`src/rtl/port_wr_frontend_if.sv`:
```
// Signal bundle between the packet source/matcher/SRAM side and port_wr_frontend.
interface port_wr_frontend_if;
  logic        wr_sop;
  logic        wr_vld;
  logic [15:0] wr_data;
  logic        wr_eop;
  logic        busy;
  logic        match_enable;
  logic [5:0]  new_length;
  logic [3:0]  dest_port;
  logic        match_suc;
  logic [5:0]  match_best_sram;
  logic        xfer_vld;
  logic [4:0]  xfer_sram;
  logic [15:0] xfer_data;
  logic        xfer_last;
  logic        xfer_ready;
  logic        pkt_err;
  logic [15:0] pkt_cnt;

  modport slave (
    input  wr_sop, wr_vld, wr_data, wr_eop, match_suc, match_best_sram, xfer_ready,
    output busy, match_enable, new_length, dest_port, xfer_vld, xfer_sram,
           xfer_data, xfer_last, pkt_err, pkt_cnt
  );

  modport master (
    output wr_sop, wr_vld, wr_data, wr_eop, match_suc, match_best_sram, xfer_ready,
    input  busy, match_enable, new_length, dest_port, xfer_vld, xfer_sram,
           xfer_data, xfer_last, pkt_err, pkt_cnt
  );
endinterface

```
`src/rtl/port_wr_frontend.sv`:
```
// Write-port front end: buffers one packet, requests an SRAM match, then
// streams the buffered halfwords to the selected SRAM with valid/ready.
module port_wr_frontend (
  input  logic               clk,
  input  logic               rst_n,
  port_wr_frontend_if.slave  bus
);
  localparam logic [1:0] IDLE  = 2'd0;
  localparam logic [1:0] RECV  = 2'd1;
  localparam logic [1:0] MATCH = 2'd2;
  localparam logic [1:0] XFER  = 2'd3;

  logic [1:0]  state;
  logic [5:0]  len;
  logic [5:0]  wr_idx;
  logic [5:0]  rd_idx;
  logic [5:0]  rd_next;
  logic [3:0]  dest_q;
  logic [4:0]  sram_q;
  logic [15:0] data_q;
  logic        vld_q;
  logic        last_q;
  logic        err_q;
  logic        me_q;
  logic [15:0] cnt_q;

  logic [15:0] mem [0:63];
  logic        mem_we;
  logic [5:0]  mem_addr;
  logic        sop_take;
  logic [5:0]  ctrl_len;
  logic        unused_ctrl_bits;

  assign ctrl_len         = bus.wr_data[12:7];
  assign unused_ctrl_bits = ^{bus.wr_data[15:13], bus.wr_data[6:4]};
  assign rd_next          = rd_idx + 6'd1;

  always_comb begin
    sop_take = bus.wr_vld && bus.wr_sop && (state == IDLE || state == RECV);
    mem_we   = sop_take || (state == RECV && bus.wr_vld);
    mem_addr = sop_take ? '0 : wr_idx;
  end

  always_ff @(posedge clk) begin
    if (mem_we) mem[mem_addr] <= bus.wr_data;
  end

  always_ff @(posedge clk or negedge rst_n) begin
    if (!rst_n) begin
      state  <= IDLE;
      len    <= '0;
      wr_idx <= '0;
      rd_idx <= '0;
      dest_q <= '0;
      sram_q <= '0;
      data_q <= '0;
      vld_q  <= 1'b0;
      last_q <= 1'b0;
      err_q  <= 1'b0;
      me_q   <= 1'b0;
      cnt_q  <= '0;
    end else begin
      err_q <= 1'b0;
      case (state)
        IDLE, RECV: begin
          // A start-of-packet in RECV aborts the old packet and restarts here.
          if (sop_take) begin
            len    <= ctrl_len;
            dest_q <= bus.wr_data[3:0];
            wr_idx <= 6'd1;
            err_q  <= (state == RECV) || (ctrl_len == '0);
            state  <= (ctrl_len == '0) ? IDLE : RECV;
          end else if (state == RECV && bus.wr_vld) begin
            if (bus.wr_eop && wr_idx == len) begin
              state <= MATCH;
              me_q  <= 1'b1;
            end else if (bus.wr_eop || wr_idx == len) begin
              err_q <= 1'b1;
              state <= IDLE;
            end else begin
              wr_idx <= wr_idx + 6'd1;
            end
          end
        end
        MATCH: begin
          // No-SRAM result: drop the request for one cycle, then ask again.
          if (bus.match_suc) begin
            me_q <= 1'b0;
            if (!bus.match_best_sram[5]) begin
              sram_q <= bus.match_best_sram[4:0];
              state  <= XFER;
              rd_idx <= '0;
              data_q <= mem[0];
              vld_q  <= 1'b1;
              last_q <= (len == '0);
            end
          end else if (!me_q) begin
            me_q <= 1'b1;
          end
        end
        XFER: begin
          if (bus.xfer_ready) begin
            if (last_q) begin
              cnt_q  <= cnt_q + 16'd1;
              vld_q  <= 1'b0;
              last_q <= 1'b0;
              state  <= IDLE;
            end else begin
              rd_idx <= rd_next;
              data_q <= mem[rd_next];
              last_q <= (rd_next == len);
            end
          end
        end
        default: state <= IDLE;
      endcase
    end
  end

  assign bus.busy         = (state == MATCH) || (state == XFER);
  assign bus.match_enable = me_q;
  assign bus.new_length   = len;
  assign bus.dest_port    = dest_q;
  assign bus.xfer_vld     = vld_q;
  assign bus.xfer_sram    = sram_q;
  assign bus.xfer_data    = data_q;
  assign bus.xfer_last    = last_q;
  assign bus.pkt_err      = err_q;
  assign bus.pkt_cnt      = cnt_q;
endmodule

```
`src/flat_wrapper.sv`:
```
// flat-port wrapper written by rule: the top's interface ports become plain ports
module port_wr_frontend_flat 
  (clk, rst_n, bus_wr_sop, bus_wr_vld, bus_wr_data, bus_wr_eop, bus_match_suc, bus_match_best_sram, bus_xfer_ready, bus_busy, bus_match_enable, bus_new_length, bus_dest_port, bus_xfer_vld, bus_xfer_sram, bus_xfer_data, bus_xfer_last, bus_pkt_err, bus_pkt_cnt);
  port_wr_frontend_if bus_i ();
  input  logic clk;
  input  logic rst_n;
  input wire logic [$bits(bus_i.wr_sop)-1:0] bus_wr_sop;
  input wire logic [$bits(bus_i.wr_vld)-1:0] bus_wr_vld;
  input wire logic [$bits(bus_i.wr_data)-1:0] bus_wr_data;
  input wire logic [$bits(bus_i.wr_eop)-1:0] bus_wr_eop;
  input wire logic [$bits(bus_i.match_suc)-1:0] bus_match_suc;
  input wire logic [$bits(bus_i.match_best_sram)-1:0] bus_match_best_sram;
  input wire logic [$bits(bus_i.xfer_ready)-1:0] bus_xfer_ready;
  output wire logic [$bits(bus_i.busy)-1:0] bus_busy;
  output wire logic [$bits(bus_i.match_enable)-1:0] bus_match_enable;
  output wire logic [$bits(bus_i.new_length)-1:0] bus_new_length;
  output wire logic [$bits(bus_i.dest_port)-1:0] bus_dest_port;
  output wire logic [$bits(bus_i.xfer_vld)-1:0] bus_xfer_vld;
  output wire logic [$bits(bus_i.xfer_sram)-1:0] bus_xfer_sram;
  output wire logic [$bits(bus_i.xfer_data)-1:0] bus_xfer_data;
  output wire logic [$bits(bus_i.xfer_last)-1:0] bus_xfer_last;
  output wire logic [$bits(bus_i.pkt_err)-1:0] bus_pkt_err;
  output wire logic [$bits(bus_i.pkt_cnt)-1:0] bus_pkt_cnt;
  assign bus_i.wr_sop = bus_wr_sop;
  assign bus_i.wr_vld = bus_wr_vld;
  assign bus_i.wr_data = bus_wr_data;
  assign bus_i.wr_eop = bus_wr_eop;
  assign bus_i.match_suc = bus_match_suc;
  assign bus_i.match_best_sram = bus_match_best_sram;
  assign bus_i.xfer_ready = bus_xfer_ready;
  assign bus_busy = bus_i.busy;
  assign bus_match_enable = bus_i.match_enable;
  assign bus_new_length = bus_i.new_length;
  assign bus_dest_port = bus_i.dest_port;
  assign bus_xfer_vld = bus_i.xfer_vld;
  assign bus_xfer_sram = bus_i.xfer_sram;
  assign bus_xfer_data = bus_i.xfer_data;
  assign bus_xfer_last = bus_i.xfer_last;
  assign bus_pkt_err = bus_i.pkt_err;
  assign bus_pkt_cnt = bus_i.pkt_cnt;
  port_wr_frontend u_core (.clk(clk), .rst_n(rst_n), .bus(bus_i));
endmodule
```
`config.mk`:
```
export PLATFORM = sky130hd
export DESIGN_NAME = port_wr_frontend_flat
export DESIGN_NICKNAME = d
export VERILOG_FILES = /design/src/rtl/port_wr_frontend_if.sv /design/src/rtl/port_wr_frontend.sv /design/src/flat_wrapper.sv
export SDC_FILE = /design/constraint.sdc
export NUM_CORES = 1
export LEC_CHECK = 0
export CAP_MARGIN = 25
export CORE_UTILIZATION = 54
export CTS_BUF_LIST = sky130_fd_sc_hd__clkbuf_16
export DETAILED_ROUTE_END_ITERATION = 6
export PLACE_DENSITY = 0.84
export SETUP_SLACK_MARGIN = 0.1
export SLEW_MARGIN = 10
export SYNTH_ARGS = -nofsm -noshare
export SYNTH_HDL_FRONTEND = slang
export SYNTH_SLANG_ARGS = --single-unit
```
`constraint.sdc`:
```
create_clock -name clk -period 2.4 [get_ports clk]
set_clock_uncertainty 0.1 [all_clocks]
set_input_delay 0.72 -clock clk [delete_from_list [all_inputs] [get_ports clk]]
set_output_delay 0.72 -clock clk [all_outputs]
set_load 0.005 [all_outputs]
```
==> results.toml <==
[outcome]
outcome = "complete, but fails checks"
violations = "negative setup slack"

[sta]
hold_viol = 0
timing.fmax_ghz = 0.3231
slew_viol_final = 0
period_minus_slack_ns = 3.095
tightestPinTransition_ns = 0.8993
setup_viol_count_final = 18
fin_crit_sh = 1.289
finalWorstSetupSlack_ns = -0.6948
finalSetupTns_ns = -10.11
rsz0062_at_grt = "true"
max-slew-margin-rel = 0.4005

[worst_setup_path]
crit_top_cell = "buf_12"
critical_path.cell_chain = "ha_4, buf_12, buf_12, buf_12, mux4_2, mux2i_4, buf_6, mux2i_1, a22oi_1, buf_4, a21oi_4, a211o_1"
worstPathRequired_ns = 2.85
crit_path_max_fanout = 7
arrival_ns = 3.54
critPathKind = "flop to flop"
slowest_stage = "dfrtp_4"
worstSetupEndpointType = "flop"
slowest_delay_ns = 0.50
start_kind = "flop"
r2r_slack_ns = -0.69
reg2regPathDepth = 12
worstReg2RegEnd = "u_core.bus.xfer_data[7]"
r2r-start = "u_core.rd_idx[0]"

[floorplanning]
core.rowCount = 103
core_um2 = 78870
ios = 81
chipWidth_um = 284.3
initial_utilization = 0.5458
die_h_um = 284.3
dieArea_um2 = 80850

[detailed_routing]
via_per_inst = 6.788
dr_total_vias = 24480
first_pass_iters = 6
drc_errors = 0
routedWlPerCell_um = 34.95
wirelength_mm = 126.1
top_layer = "met4"
drt-met1-wl_mm = 41.58
dr.first_iter.drc_count = 3547
wl_met2_mm = 62.83
detail-route-antenna-nets = 0
route.met3.wl_mm = 13.35

[power]
power_density_nw_per_um2 = 806.5
power_mw = 43.20
ir_worst_vdd_v = 0.0005915
leakage_nw = 17.94

[global_routing]
grt_usage = 0.3017
first_global_vias = 24370
grt_max_degree = 66
antenna_found_initial = 2
grt_pass1_wl_mm = 173.8
grt-ovfl-total = 0

[logic_synthesis]
synth_edf_count = 1024
async_reset_ff_frac = 0.05969
ys_top_cells_by_area = "edfxtp_1 (71%), mux4_2 (12%), dfrtp_1 (3.8%)"
ys_warn_count = 0
seq_area_frac_synth = 0.7521
ys_types = 49
ys_ff_latch = 1089
syn_inst = 2045
synthFlopType = "edfxtp_1"
yosysTopAreaCell = "edfxtp_1"
netlist.area_leader.share = 0.7143
syn-num-nets = 2079
syn_area_per_cell_um2 = 21.05
synth_area_um2 = 43050

[cts]
clkSlewWorstSetupHoldPaths_ns = 0.07
cts_buffers = 103
clk_path_buf_depth = 3
ctsHtreeMaxLevel = 3
cts_tree = "yes"
clock_latency_ns = 0.69
cts.sinks = 1089
cts-root-buf = "clkbuf_16"

[placement]
dp_slack_ns = -0.7274
hpwlAfterDp_mm = 65.13
gp_congestion = 0.8807
io_buffers = 80

[worst_hold_path]
hold_class = "flop to flop"
whs_endpoint = "u_core.bus.dest_port[0]"
hp-start = "u_core.bus.dest_port[0]"
whs_path_depth = 2

[finish]
syn2layout_area_growth_pct = 24.43
num-nets-final = 2505
fillers = 4389
layout-drive-gt1-share = 0.3768

[job]
cap_violations = 0
## cell usage in the layout (no fill, tap or decap), types with 6 or more instances in the layout
master           Yosys  layout
buf_16               0       9
inv_1                3      14
buf_12               2     122
o21ai_0             13      11
a211oi_1            23       8
nand4_1              9       9
a22oi_1             23      10
a211o_1             16      16
bufinv_16            0      15
buf_4               15     192
clkdlybuf4s50_1      0      12
mux4_2             233     238
and3_1              16      14
nand2_1             92      89
clkbuf_16            0     114
dfrtp_1             65      60
nor2_2               0      20
mux2i_1            153     105
edfxtp_1          1024    1024
a211oi_2             2      15
nor2_1              88      21
mux2i_4              0      17
nor2b_1             21      16
xor2_1              13      12
clkinv_1             0      25
buf_6               16      15
buf_2               30      19
a21oi_2              0      10
mux4_1              23      18
a21oi_1             19       8
xnor2_1             20      19
a22oi_2              0      13
nand3_1             15       9
nor2_4               0      47
mux2_2               6       6
mux2i_2              0      31
clkinv_2             0      19
dlygate4sd2_1        0      46
## power breakdown
group	leakage (nW)	internal, mW	switching [mW]	total (mW)
registers	10.1	21.1	0.299	21.4
clock network	1.77	9.87	7.16	17.0
logic	6.11	2.17	2.59	4.75
total	17.9	33.2	10.0	43.2
## final cells by class
class,instances,area (µm²),area share
tap,1050,1314,0.02453
clock buffer,110,2753,0.05139
multi-input combinational,843,11090,0.2070
sequential,1089,32380,0.6046
inverter,3,11.26,0.0002102
timing repair buffer,431,5244,0.09790
antenna,1,2.502,0.00004672
clock inverter,80,767.0,0.01432
## worst max-delay path, delay by kind of cell, from the launching register on
| family | cells | cell delay (ns) |
|---|---|---|
| flip-flops | 1 | 0.50 |
| AO/OA/AOI/OAI | 3 | 0.55 |
| buffers and inverters | 5 | 0.75 |
| adder cells (fa/ha/maj) | 1 | 0.34 |
| multiplexers | 3 | 0.69 |
## state kept, by name, summed over array words and instances (netlist names)
signal and flops:
u_core.bus.xfer_data 16, u_core.bus.xfer_vld 1, u_core.bus.xfer_last 1, u_core.mem 1024, u_core.state 2, u_core.rd_idx 6, u_core.bus.match_enable 1, u_core.wr_idx 6
u_core.bus.xfer_sram 5, u_core.bus.dest_port 4, u_core.bus.pkt_cnt 16, u_core.bus.pkt_err 1, u_core.bus.new_length 6
## kinds of logic after synthesis
group	count (synthesis)	share of synthesized area
adders and majority gates	5	0.001453
and+or+nand+nor	272	0.02930
muxes	415	0.1731
buffers and inverters	113	0.01700
DFF	1089	0.7521
AOI/OAI and AO/OA	115	0.01918
xor gates and xnor gates	36	0.007848
## layer usage
| layer | global-route usage | up-vias |
|---|---|---|
| met5 | 0 | - |
| met4 | 0.1427 | 0 |
| met3 | 0.05778 | 500 |
| met2 | 0.5047 | 2156 |
| met1 | 0.3828 | 12510 |
| li1 | - | 9316 |
## per-stage QoR
step                std cells  hold WS (ns)  area (µm²)    util
CTS                      3572        0.3808       52840  0.6699
floorplan                2045        0.3244       43710       -
detailed placement       3332        0.3702       48310  0.6125
global placement         3332        0.3583       48310  0.6125
finish                   3607        0.3822       53560  0.6791
global route             3607        0.4160       53560  0.6791
## cell usage after synthesis (all sizes together), types with 4 or more instances
cell / n
a211o: 16
a211oi: 25
a21oi: 19
a22oi: 23
a311oi: 5
and2: 4
and3: 16
buf: 77
clkbuf: 32
dfrtp: 65
edfxtp: 1024
ha: 5
mux2: 6
mux2i: 153
mux4: 256
nand2: 92
nand3: 15
nand4: 9
nand4b: 4
nor2: 88
nor2b: 21
nor3: 4
o211ai: 5
o21ai: 13
o22a: 5
xnor2: 20
xor2: 16
## how the worst max path moves through the flow
stage                                 from  slack [ns]  cells after the start                       end
after CTS                 u_core.rd_idx[0]       -0.54                     10  u_core.bus.xfer_data[13]
after global routing      u_core.rd_idx[0]       -0.78                     10   u_core.bus.xfer_data[1]
final                     u_core.rd_idx[0]       -0.69                     12   u_core.bus.xfer_data[7]
after floorplan                 bus_wr_vld       -0.23                      4         u_core.mem[56][0]
after detailed placement  u_core.rd_idx[0]       -0.73                      9   u_core.bus.xfer_data[6]
after global placement          bus_wr_vld       -0.55                      7        u_core.mem[23][13]
## timing repair
item,4_1_cts,5_1_grt
gates resized for setup,163,92
setup buffers,43,32
hold endpoints to repair,12,0
pin swaps,19,36
hold buffers,1,0
setup endpoints to repair,325,577
gates cloned,6,4
No activity file was read; power rests on OpenSTA's default activity.
